==> src/rtl/proc_control_unit_pkg.sv <==
// Shared encodings for the accumulator processor control unit: FSM states,
// opcodes, ALU and write-back selector codes, plus opcode classification helpers.
package proc_pkg;

  localparam int         OPC_W            = 4;
  localparam logic [3:0] DEF_ACC_ADDR     = 4'hF;
  localparam int         DEF_WAIT_LIMIT   = 255;

  typedef enum logic [3:0] {
    FETCH  = 4'd0,
    DECODE = 4'd1,
    EXEC   = 4'd2,
    MEM_RD = 4'd3,
    MEM_WR = 4'd4,
    WB_ACC = 4'd5,
    WB_REG = 4'd6,
    BRANCH = 4'd7,
    HALT   = 4'd8
  } state_e;

  localparam logic [OPC_W-1:0] OP_ADD  = 4'h0;
  localparam logic [OPC_W-1:0] OP_SUB  = 4'h1;
  localparam logic [OPC_W-1:0] OP_AND  = 4'h2;
  localparam logic [OPC_W-1:0] OP_OR   = 4'h3;
  localparam logic [OPC_W-1:0] OP_LW   = 4'h4;
  localparam logic [OPC_W-1:0] OP_SW   = 4'h5;
  localparam logic [OPC_W-1:0] OP_BEQZ = 4'h6;
  localparam logic [OPC_W-1:0] OP_J    = 4'h7;
  localparam logic [OPC_W-1:0] OP_LI   = 4'h8;
  localparam logic [OPC_W-1:0] OP_MOV  = 4'h9;
  localparam logic [OPC_W-1:0] OP_HALT = 4'hF;

  localparam logic [2:0] ALU_ADD   = 3'd0;
  localparam logic [2:0] ALU_SUB   = 3'd1;
  localparam logic [2:0] ALU_AND   = 3'd2;
  localparam logic [2:0] ALU_OR    = 3'd3;
  localparam logic [2:0] ALU_PASSB = 3'd7;

  localparam logic [1:0] WB_ALU = 2'd0;
  localparam logic [1:0] WB_MEM = 2'd1;
  localparam logic [1:0] WB_IMM = 2'd2;
  localparam logic [1:0] WB_A   = 2'd3;

  function automatic logic is_alu_op(input logic [OPC_W-1:0] op);
    return (op == OP_ADD) || (op == OP_SUB) || (op == OP_AND) || (op == OP_OR);
  endfunction

  // Successor of DECODE; undefined opcodes fall back to FETCH.
  function automatic state_e dispatch(input logic [OPC_W-1:0] op);
    state_e nxt;
    if (is_alu_op(op)) begin
      nxt = EXEC;
    end else begin
      case (op)
        OP_LW:             nxt = MEM_RD;
        OP_SW:             nxt = MEM_WR;
        OP_BEQZ, OP_J:     nxt = BRANCH;
        OP_LI:             nxt = WB_ACC;
        OP_MOV:            nxt = WB_REG;
        OP_HALT:           nxt = HALT;
        default:           nxt = FETCH;
      endcase
    end
    return nxt;
  endfunction

  function automatic logic is_illegal(input logic [OPC_W-1:0] op);
    return !is_alu_op(op) && (op != OP_LW) && (op != OP_SW) && (op != OP_BEQZ) &&
           (op != OP_J) && (op != OP_LI) && (op != OP_MOV) && (op != OP_HALT);
  endfunction

endpackage

==> src/rtl/proc_control_unit_mem_wait_timer.sv <==
// Saturating 8-bit wait counter for the memory req/ack handshake; flags a
// timeout in the cycle whose increment would bring the count to the limit.
module mem_wait_timer #(
  parameter int WAIT_LIMIT = 255
) (
  input  logic clk,
  input  logic rst_n,
  input  logic req,
  input  logic ack,
  input  logic clear,
  output logic timeout
);

  localparam logic [7:0] LAST_WAIT = 8'(WAIT_LIMIT - 1);

  logic [7:0] cnt_q;
  logic [7:0] cnt_d;

  // Next count: cleared on ack or state change, otherwise counts unacked requests.
  always_comb begin
    cnt_d = cnt_q;
    if (clear || (req && ack)) begin
      cnt_d = 8'd0;
    end else if (req && (cnt_q != 8'hFF)) begin
      cnt_d = cnt_q + 8'd1;
    end else begin
      cnt_d = cnt_q;
    end
  end

  // Counter register with synchronous active-low reset.
  always_ff @(posedge clk) begin
    if (!rst_n) begin
      cnt_q <= 8'd0;
    end else begin
      cnt_q <= cnt_d;
    end
  end

  // An ack in the final cycle suppresses the timeout.
  assign timeout = req && !ack && (cnt_q == LAST_WAIT);

endmodule

==> src/rtl/proc_control_unit.sv <==
// Multi-cycle control FSM for the 16-bit accumulator processor: sequences
// fetch/decode/execute/write-back and drives every datapath strobe.
module proc_control_unit
  import proc_pkg::*;
#(
  parameter logic [3:0] ACC_ADDR   = DEF_ACC_ADDR,
  parameter int         WAIT_LIMIT = DEF_WAIT_LIMIT
) (
  input  logic             Clock,
  input  logic             Reset_n,
  input  logic [OPC_W-1:0] Opcode,
  input  logic [3:0]       Reg_Field,
  input  logic             Is_Zero,
  input  logic             Mem_Ack,
  output logic             IR_Write,
  output logic             PC_Write,
  output logic             PC_Src,
  output logic             Awrite,
  output logic             Bwrite,
  output logic             ALUOut_Write,
  output logic [2:0]       ALU_Op,
  output logic             reg_write,
  output logic [3:0]       write_address,
  output logic [1:0]       WB_Src,
  output logic             iszero_write,
  output logic             Mem_Read,
  output logic             Mem_Write,
  output logic             Illegal,
  output logic             Bus_Error,
  output logic             Halted
);

  state_e           state_q, state_d;
  logic [OPC_W-1:0] op_q, op_d;
  logic [3:0]       rf_q, rf_d;
  logic             bus_err_q, bus_err_d;
  logic             req_s;
  logic             timeout_s;

  assign req_s = (state_q == FETCH) || (state_q == MEM_RD) || (state_q == MEM_WR);

  mem_wait_timer #(.WAIT_LIMIT(WAIT_LIMIT)) u_wait (
    .clk     (Clock),
    .rst_n   (Reset_n),
    .req     (req_s),
    .ack     (Mem_Ack),
    .clear   (state_d != state_q),
    .timeout (timeout_s)
  );

  // Next-state logic; opcode and register field are captured only in DECODE.
  always_comb begin
    state_d   = state_q;
    op_d      = op_q;
    rf_d      = rf_q;
    bus_err_d = bus_err_q;
    case (state_q)
      FETCH, MEM_RD, MEM_WR: begin
        if (Mem_Ack) begin
          state_d = (state_q == FETCH)  ? DECODE :
                    (state_q == MEM_RD) ? WB_ACC : FETCH;
        end else if (timeout_s) begin
          state_d   = HALT;
          bus_err_d = 1'b1;
        end else begin
          state_d = state_q;
        end
      end
      DECODE: begin
        op_d    = Opcode;
        rf_d    = Reg_Field;
        state_d = dispatch(Opcode);
      end
      EXEC:                   state_d = WB_ACC;
      WB_ACC, WB_REG, BRANCH: state_d = FETCH;
      HALT:                   state_d = HALT;
      default:                state_d = FETCH;
    endcase
  end

  // State and latched-instruction registers.
  always_ff @(posedge Clock) begin
    if (!Reset_n) begin
      state_q   <= FETCH;
      op_q      <= {OPC_W{1'b0}};
      rf_q      <= 4'd0;
      bus_err_q <= 1'b0;
    end else begin
      state_q   <= state_d;
      op_q      <= op_d;
      rf_q      <= rf_d;
      bus_err_q <= bus_err_d;
    end
  end

  // Output decode of the registered state; everything is held low during reset.
  always_comb begin
    IR_Write      = 1'b0;
    PC_Write      = 1'b0;
    PC_Src        = 1'b0;
    Awrite        = 1'b0;
    Bwrite        = 1'b0;
    ALUOut_Write  = 1'b0;
    ALU_Op        = ALU_ADD;
    reg_write     = 1'b0;
    write_address = 4'd0;
    WB_Src        = WB_ALU;
    iszero_write  = 1'b0;
    Mem_Read      = 1'b0;
    Mem_Write     = 1'b0;
    Illegal       = 1'b0;
    Bus_Error     = 1'b0;
    Halted        = 1'b0;
    if (!Reset_n) begin
      Bus_Error = 1'b0;
    end else begin
      Bus_Error = bus_err_q;
      case (state_q)
        FETCH: begin
          Mem_Read = 1'b1;
          IR_Write = Mem_Ack;
          PC_Write = Mem_Ack;
          PC_Src   = 1'b0;
        end
        DECODE: begin
          Awrite  = 1'b1;
          Bwrite  = 1'b1;
          Illegal = is_illegal(Opcode);
        end
        EXEC: begin
          ALUOut_Write = 1'b1;
          ALU_Op       = op_q[2:0];
        end
        MEM_RD: Mem_Read  = 1'b1;
        MEM_WR: Mem_Write = 1'b1;
        WB_ACC: begin
          reg_write     = 1'b1;
          write_address = ACC_ADDR;
          iszero_write  = 1'b1;
          WB_Src        = (op_q == OP_LW) ? WB_MEM :
                          (op_q == OP_LI) ? WB_IMM : WB_ALU;
        end
        WB_REG: begin
          reg_write     = 1'b1;
          write_address = rf_q;
          WB_Src        = WB_A;
        end
        BRANCH: begin
          PC_Src   = 1'b1;
          PC_Write = (op_q == OP_J) ? 1'b1 : Is_Zero;
        end
        HALT:    Halted = 1'b1;
        default: Halted = 1'b0;
      endcase
    end
  end

endmodule

==> config.mk <==
export PLATFORM = sky130hd
export DESIGN_NAME = proc_control_unit
export DESIGN_NICKNAME = d
export VERILOG_FILES = /design/src/rtl/proc_control_unit_pkg.sv /design/src/rtl/proc_control_unit_mem_wait_timer.sv /design/src/rtl/proc_control_unit.sv
export SDC_FILE = /design/constraint.sdc
export NUM_CORES = 1
export LEC_CHECK = 0
export ABC_AREA = 1
export CAP_MARGIN = 5
export CORE_MARGIN = 10
export CORE_UTILIZATION = 54
export DETAILED_ROUTE_END_ITERATION = 10
export PLACE_DENSITY = 0.85
export RECOVER_POWER = 25
export SETUP_SLACK_MARGIN = 0.05
export SLEW_MARGIN = 40
export SYNTH_ARGS = -nofsm -noshare
export SYNTH_HDL_FRONTEND = slang
export SYNTH_SLANG_ARGS = --single-unit
==> constraint.sdc <==
create_clock -name Clock -period 2.4 [get_ports Clock]
set_input_delay 0.48 -clock Clock [delete_from_list [all_inputs] [get_ports Clock]]
set_output_delay 0.48 -clock Clock [all_outputs]
set_load 0.02 [all_outputs]
==> impl_metrics.csv, run 1 <==
group,metric,value,unit
power,p_leak,0.961,nW
final_layout,layout.cells.non_filler,314,
synth,synth_warnings,0,
sta,rsz0062_at_grt,"no",
cts,htreeDepth,1,
power,powerDensity,529,nW/um2
setup_path,crit_fanout,3,
cts,root_buffer,"clkbuf_4",
setup_path,r2r_slack,0.55,ns
cts,cts_made_buffers,3,
setup_path,reg2regPathDepth,8,
synth,syn-num-nets,242,
sta,maxSlewViolCount,0,
setup_path,cp.buffers_inverters,3,
setup_path,crit_cells,7,
synth,synth-seq-cells,21,
cts,cts_hold_buffers,0,
cts,clock_path_buffers,2,
setup_path,worstSetupPathType,"reg -> out",
sta,finalClockSkew,0.00228,ns
die,fp.coreArea,2710,um2
global_routing,antenna_found_initial,0,
sta,period_minus_slack,2.20,ns
global_routing,grt_pass1_vias,1477,
global_routing,grt_max_degree,14,
drt,viasPerCell,5.03,
synth,yosysUniqueCellTypes,33,
final_layout,area_growth,33.4,%
place,hpwl,3.13,mm
synth,syn_avg_cell_area,6.58,um2
global_routing,grt_first_pass_wirelength,6.67,mm
setup_path,cp-endpoint,"ALU_Op[1]",
setup_path,cp-end-kind,"output pin",
sta,max_freq,454,MHz
setup_path,critical_path.max_stage_delay,0.35,ns
drt,drt_wl_total,3.83,mm
die,rows,19,
final_layout,drive_above_1_share,0.226,
global_routing,gr-total-overflow,0,
synth,synth_cells,228,
setup_path,cpMostUsedCell,"nor2_1",
sta,setup_viol,0,
setup_path,regToRegEndpoint,"u_wait.cnt_q[3]",
synth,async_flop_share,0,
power,ir_drop,0.459,mV
cts,clock_sinks,21,
cts,clk_latency,0.31,ns
setup_path,crit_slowest_cell,"dfxtp_1",
drt,first_pass_iters,5,
drt,drcViolationCount,0,
die,start_util,0.554,
sta,fin_crit_sh,0.917,
place,globalplace.congestion,0.896,
final_layout,fin_nets,298,
drt,first_iter_violations,113,
setup_path,path_cells,"buf_4 > nor2_2 > nand3_1 > nor2_1 > inv_1 > nor2_1 > dlygate4sd2_1",
die,ios,34,
drt,ant_nets,0,
setup_path,required,1.92,ns
final_layout,antenna_cells,0,
run_status,status,"complete, no violations",
die,die-area,5290,um2
setup_path,cp-startpoint,"state_q[2]",
run,cap_violations,0,
synth,synth_edf_count,0,
place,portBuffers,33,
cts,post_cts_buffers,0,
sta,holdWs,0.459,ns
setup_path,cp-start-kind,"register",
sta,slew_headroom,0.749,
drt,drt-wirelength-per-cell,12.2,um
cts,cts_tree,"done",
drt,dr_total_vias,1578,
synth,ys.flop_type,"dfxtp_1",
cts,path_clk_slew,0.11,ns
setup_path,cp_top_family,"buffers and inverters",
sta,finalHoldViolations,0,
hold_path,min_path_type,"reg -> reg",
setup_path,r2r-start,"state_q[3]",
die,die_y,72.7,um
global_routing,grt_usage,0.152,
synth,ys_seq_area_frac,0.280,
synth,synth_area,1500,um2
sta,worst_pin_slew,0.376,ns
die,die_x,72.7,um
place,dp.cells,310,
setup_path,worstPathArrival,1.72,ns
[where the power goes]
group	switching, mW	leakage [nW]	internal (mW)
logic	0.308	0.775	0.164
registers	0.0263	0.171	0.385
clock network	0.110	0.0150	0.0651
[cells by family (layout without fill, tap and decap cells)]
family | after synthesis | after routing | share of synthesized area
XOR/XNOR | 7 | 7 | 0.0409
buffers and inverters | 42 | 97 | 0.114
AND/OR/NAND/NOR | 121 | 121 | 0.413
flip-flops | 21 | 21 | 0.280
adder cells (fa/ha/maj) | 2 | 2 | 0.0167
AO/OA/AOI/OAI | 35 | 35 | 0.135
[metal layers]
metal	vias up	part of all wire	track usage
li1	833	-	-
met1	707	0.45	0.183
met2	33	0.50	0.265
met3	5	0.045	0.0299
met4	0	0.011	0.0422
met5	-	0	0
[synth_stat cells (all sizes together) (2+ instances only)]
master  number  area [um2]
dfxtp       21         420
nand2       62         270
nor2        32         138
xor2         5        43.8
nor3        10        90.1
inv         35         131
ha           2        25.0
xnor2        2        17.5
o21ai       15        78.8
clkbuf       4        16.3
a21oi       16        95.1
buf          2        18.8
nand4        2        12.5
a31oi        2        12.5
nand3       13        95.1
[state kept, by name, indices dropped and copies added, names as in the netlist]
signal        cells
u_wait.cnt_q      8
state_q           4
op_q              4
bus_err_q         1
rf_q              4
[how the worst min path moves through the flow]
stage	start	endpoint	slack (ns)	cells past startpoint
2_1_floorplan	bus_err_q	bus_err_q	0.42	2
3_3_place_gp	bus_err_q	bus_err_q	0.43	2
3_5_place_dp	rf_q[2]	rf_q[2]	0.44	2
4_1_cts	rf_q[2]	rf_q[2]	0.46	2
5_1_grt	rf_q[3]	rf_q[3]	0.50	2
6_report	op_q[2]	op_q[2]	0.46	2
[per-stage QoR]
step	TNS, ns	power [mW]	instance area [um2]	utilization	setup slack, ns
4_1_cts	0	1.06	2020	0.745	0.0533
6_report	0	1.06	2000	0.739	0.198
3_3_place_gp	-3.82	0.897	2010	0.743	-0.248
2_1_floorplan	0	0.754	1500	-	0.266
3_5_place_dp	-4.52	0.905	2010	0.743	-0.330
5_1_grt	0	1.13	2000	0.739	0.0638
[worst reg2reg max path, stage by stage, from the launching register on]
cell and delay (ns):
dfxtp_1 0.39, inv_1 0.16, nand2_1 0.10, nor2_2 0.13
clkbuf_1 0.33, a21oi_1 0.16, nand3_2 0.12, nand3_4 0.16
nor3_2 0.22
[area by class of cell]
type | instances | area, um2
clock buffers | 4 | 26.3
flip-flops and latches | 21 | 420
multi-input cells | 165 | 913
inverters | 36 | 136
repair buffers | 57 | 467
well taps | 31 | 38.8
fillers | 221 | 708
[cell usage in the layout, fill, tap and decap left out, types with 2 or more instances in the layout]
master and count:
clkdlybuf4s50_1 11, nand4_1 2, clkbuf_1 2, a31oi_1 2
nand2_1 54, buf_4 23, dlygate4sd2_1 13, nor3_2 8
inv_2 2, clkbuf_2 5, nand3_1 10, clkbuf_4 3
nand2_4 4, nand3_4 2, ha_1 2, dlymetal6s2s_1 2
inv_1 33, a21oi_1 14, xnor2_1 2, nor2_2 5
nand2_2 4, dfxtp_1 21, xor2_1 5, o21ai_0 14
nor3_1 2, nor2_1 26
[repair_timing]
action / in CTS / in global routing
resized for setup: 25 / 21
endpoints found under the setup margin: 22 / 10
pin swaps: 0 / 0
(Power assumes the default switching activity.)
==> run 2: changes to the inputs <==
--- a/config.mk
+++ b/config.mk
@@ -9,6 +9,7 @@
 export CAP_MARGIN = 5
 export CORE_MARGIN = 10
 export CORE_UTILIZATION = 54
+export CTS_CLUSTER_DIAMETER = 80
 export DETAILED_ROUTE_END_ITERATION = 10
 export PLACE_DENSITY = 0.85
 export RECOVER_POWER = 25
==> results of run 2 <==
No change in the layout: final DEF, timing and power equal those of run 1.
==> RTL change 1, RTL diff (settings of run 1) <==
The package constant `OPC_W` goes from 4 to 6.
--- a/src/rtl/proc_control_unit_pkg.sv
+++ b/src/rtl/proc_control_unit_pkg.sv
@@ -2,7 +2,7 @@
 // opcodes, ALU and write-back selector codes, plus opcode classification helpers.
 package proc_pkg;
 
-  localparam int         OPC_W            = 4;
+  localparam int         OPC_W            = 6;
   localparam logic [3:0] DEF_ACC_ADDR     = 4'hF;
   localparam int         DEF_WAIT_LIMIT   = 255;
 
Interface: changed (resized Opcode); port bits go from 34 to 36. The function was not compared with the original's and may differ.
==> RTL change 1 against run 1 <==
Combinational power decreased by 41%. Cell area up 3.6%. Power is 15% lower. Routed wire length is 6.2% higher. Largest cell class unchanged. Sequential power grew 4%. Worst setup slack got worse by 93 ps. Critical path depth unchanged. Synthesized area is 3.2% higher. Sequential share of layout area rose by 1.3 points. Sequential cell count is 2 higher.
==> RTL change 1: results (changes against run 1) <==
.. list-table::
   :header-rows: 1

   * - Metric
     - Value
   * - Final standard cell area without fillers
     - 2070 um^2 (was 2000 um^2)
   * - Length in cells of the worst reg-to-reg path
     - 9 (was 8)
   * - Launch point of the worst reg-to-reg path
     - state_q[0] (was state_q[3])
   * - Standard cell with the maximum stage delay on the critical path
     - sky130_fd_sc_hd__clkdlybuf4s50_1 (was sky130_fd_sc_hd__dfxtp_1)
   * - Layout cells sized above 1
     - 21.6% (was 22.6%)
   * - Capture point of the worst reg-to-reg path
     - u_wait.cnt_q[4] (was u_wait.cnt_q[3])
   * - Hold wc startpoint
     - bus_err_q (was op_q[2])
   * - Met2 wire length
     - 1.94 mm (was 1.91 mm)
   * - Leakage power figure
     - 1.02 nW (was 0.961 nW)
   * - Area after detailed placement
     - 2090 um^2 (was 2010 um^2)
   * - Met2 Usage GRT
     - 25.7% (was 26.5%)
   * - Destination of the worst hold path
     - bus_err_q (was op_q[2])
   * - Worst-Skew Late Latency
     - 330 ps (was 310 ps)
   * - Router iterations before antenna repair
     - 4 (was 5)
   * - Multi-input logic cell count
     - 168 (was 165)
   * - Clk tree area frac
     - 1.33% (was 1.31%)
   * - Detailed-route wire length
     - 4.07 mm (was 3.83 mm)
   * - Maximum clock skew at final layout
     - 8.15 ps (was 2.28 ps)
   * - Signal buffers
     - 58 (was 57)
   * - Wire length of the first global-routing pass
     - 6.80 mm (was 6.67 mm)
   * - Routed vias
     - 1685 (was 1578)
   * - Hold Slack
     - 495 ps (was 459 ps)
   * - Xor and xnor area share after synthesis
     - 3.88% (was 4.09%)
   * - Compound-gate portion of the synthesized area
     - 10.6% (was 13.5%)
   * - Resize count post-CTS
     - 43 (was 25)
   * - Status
     - finished, final reports clean (unchanged)
   * - Proportion of cell area occupied by multi-input gates
     - 43.9% (was 45.6%)
   * - Proportion of total power due to net switching
     - 35.5% (was 42.0%)
   * - Area share of buffers outside the clock network
     - 22.8% (was 23.3%)
[RTL change 1: cell count changes in the layout (fill, tap and decap cells not counted), sizes merged, moves of 3 or more]
cell | before | now
nor2 | 32 | 52
nand4 | 2 | 9
inv | 35 | 41
buf | 24 | 27
dlygate4sd2 | 13 | 8
clkdlybuf4s15 | 1 | 4
a21oi | 16 | 12
nand3 | 13 | 19
nand2 | 62 | 39
[RTL change 1: power groups by stage]
| stage | Sequential [mW] | Combinational (mW) | Clock (mW) |
|---|---|---|---|
| 2_1_floorplan | 0.432 | 0.179 | 0 |
| 3_3_place_gp | 0.435 | 0.278 | 0 |
| 3_5_place_dp | 0.436 | 0.287 | 0 |
| 4_1_cts | 0.427 | 0.283 | 0.194 |
| 5_1_grt | 0.432 | 0.309 | 0.209 |
| 6_report | 0.429 | 0.279 | 0.193 |
==> RTL change 2, RTL diff (config.mk and constraints of run 1) <==
Without the edit above. Make the reset (`Reset_n` and `rst_n`) asynchronous in 2 clocked blocks. Comments in the files are not updated.
--- a/src/rtl/proc_control_unit_mem_wait_timer.sv
+++ b/src/rtl/proc_control_unit_mem_wait_timer.sv
@@ -29,7 +29,7 @@
   end
 
   // Counter register with synchronous active-low reset.
-  always_ff @(posedge clk) begin
+  always_ff @(posedge clk or negedge rst_n) begin
     if (!rst_n) begin
       cnt_q <= 8'd0;
     end else begin
--- a/src/rtl/proc_control_unit.sv
+++ b/src/rtl/proc_control_unit.sv
@@ -79,7 +79,7 @@
   end
 
   // State and latched-instruction registers.
-  always_ff @(posedge Clock) begin
+  always_ff @(posedge Clock or negedge Reset_n) begin
     if (!Reset_n) begin
       state_q   <= FETCH;
       op_q      <= {OPC_W{1'b0}};
Formal check against the unedited RTL: same outputs for any inputs over 10 cycles, from zero or initial values and one cycle with Reset_n low; that may be too few to reach the edited logic, so the function may still have changed.
==> RTL change 2 against run 1 <==
Global-route usage fell by 0.20 points. Clock skew rose by 11 ps. Maximum frequency fell by 2.9%. Sequential cell count did not move. Worst setup slack got worse by 67 ps. Via count fell by 6.5%. Utilization rose by 2.6 points. Cell area fell by 4.6%. Critical endpoint is now Mem_Read. Critical path depth fell by 1. Largest cell class unchanged. Routed wire length fell by 3.7%. Synthesized area fell by 4.9%. Hold slack improved by 20 ps. Critical path type is now in2out.
Power is not compared: it rests on default switching activity, and its combinational part moved more than twofold at a synthesized area within 25%.
==> RTL change 2: results (changes against run 1) <==
.. list-table::
   :header-rows: 1

   * - Metric
     - Value
   * - Destination of the worst hold path
     - bus_err_q (was op_q[2])
   * - Post-placement cell count
     - 286 (was 310)
   * - Layout sequential cell count
     - 21 (unchanged)
   * - Routed vias
     - 1475 (was 1578)
   * - Average detailed-routed wire length per instance
     - 12.7 um (was 12.2 um)
   * - Launch point of the worst reg-to-reg path
     - state_q[3] (unchanged)
   * - Area share of buffers outside the clock network
     - 22.1% (was 23.3%)
   * - Wire length of the first global-routing pass
     - 6.58 mm (was 6.67 mm)
   * - Multi-input logic cell count
     - 156 (was 165)
   * - Hold Slack
     - 479 ps (was 459 ps)
   * - Xor and xnor area share after synthesis
     - 3.68% (was 4.09%)
   * - Maximum operating frequency
     - 441 MHz (was 454 MHz)
   * - CP Data Arrival Time
     - 1790 ps (was 1720 ps)
   * - Area after detailed placement
     - 1930 um^2 (was 2010 um^2)
   * - Status
     - finished, final reports clean (unchanged)
   * - Vias per cell
     - 5.09 (was 5.03)
   * - Filler cell count in the final layout
     - 220 (was 221)
   * - Net count, final
     - 275 (was 298)
   * - Hold wc startpoint
     - bus_err_q (was op_q[2])
   * - Stage delay of the slowest cell on the critical path
     - 510 ps (was 350 ps)
   * - Post-synthesis share of cell area spent on full adders, half adders and majority gates
     - 1.75% (was 1.67%)
   * - Number of tap cells inserted
     - 30 (was 31)
   * - Signal buffers
     - 52 (was 57)
   * - Layout cells sized above 1
     - 19.6% (was 22.6%)
   * - Post-synthesis async set-or-reset flop share
     - 100% (was 0%)
   * - Compound-gate portion of the synthesized area
     - 7.28% (was 13.5%)
   * - Maximum number of pins on one net before global-route repair
     - 19 (was 14)
   * - Met2 wire length
     - 1.83 mm (was 1.91 mm)
==> RTL change 2: cell count changes after synthesis, sizes merged, moves of 8 or more <==
cell	delta
a21oi	-13
dfrtp	+21
dfxtp	-21
inv	-9
nor2	+21
nor3	-8
==> RTL change 2: routing by layer <==
| layer | track usage, % | vias up |
|---|---|---|
| li1 | - | 754 |
| met1 | 17.1 | 668 |
| met3 | 3.31 | 8 |
| met5 | 0 | - |
| met4 | 4.52 | 0 |
| met2 | 27.1 | 45 |
==> RTL change 2: power by group through the flow <==
| stage | combinational (mW) | clock [mW] | sequential (mW) |
|---|---|---|---|
| after floorplan | 0.666 | 0 | 0.529 |
| after global placement | 0.958 | 0 | 0.539 |
| after detailed placement | 0.977 | 0 | 0.541 |
| after CTS | 0.955 | 0.171 | 0.534 |
| after global routing | 1.08 | 0.180 | 0.552 |
| final | 0.949 | 0.175 | 0.540 |
==> RTL change 2: repair_timing <==
action,in CTS,in global routing
hold buffers,0,0
resized for setup,24,22
setup endpoints to repair,22,14
endpoints found under the hold margin,0,0
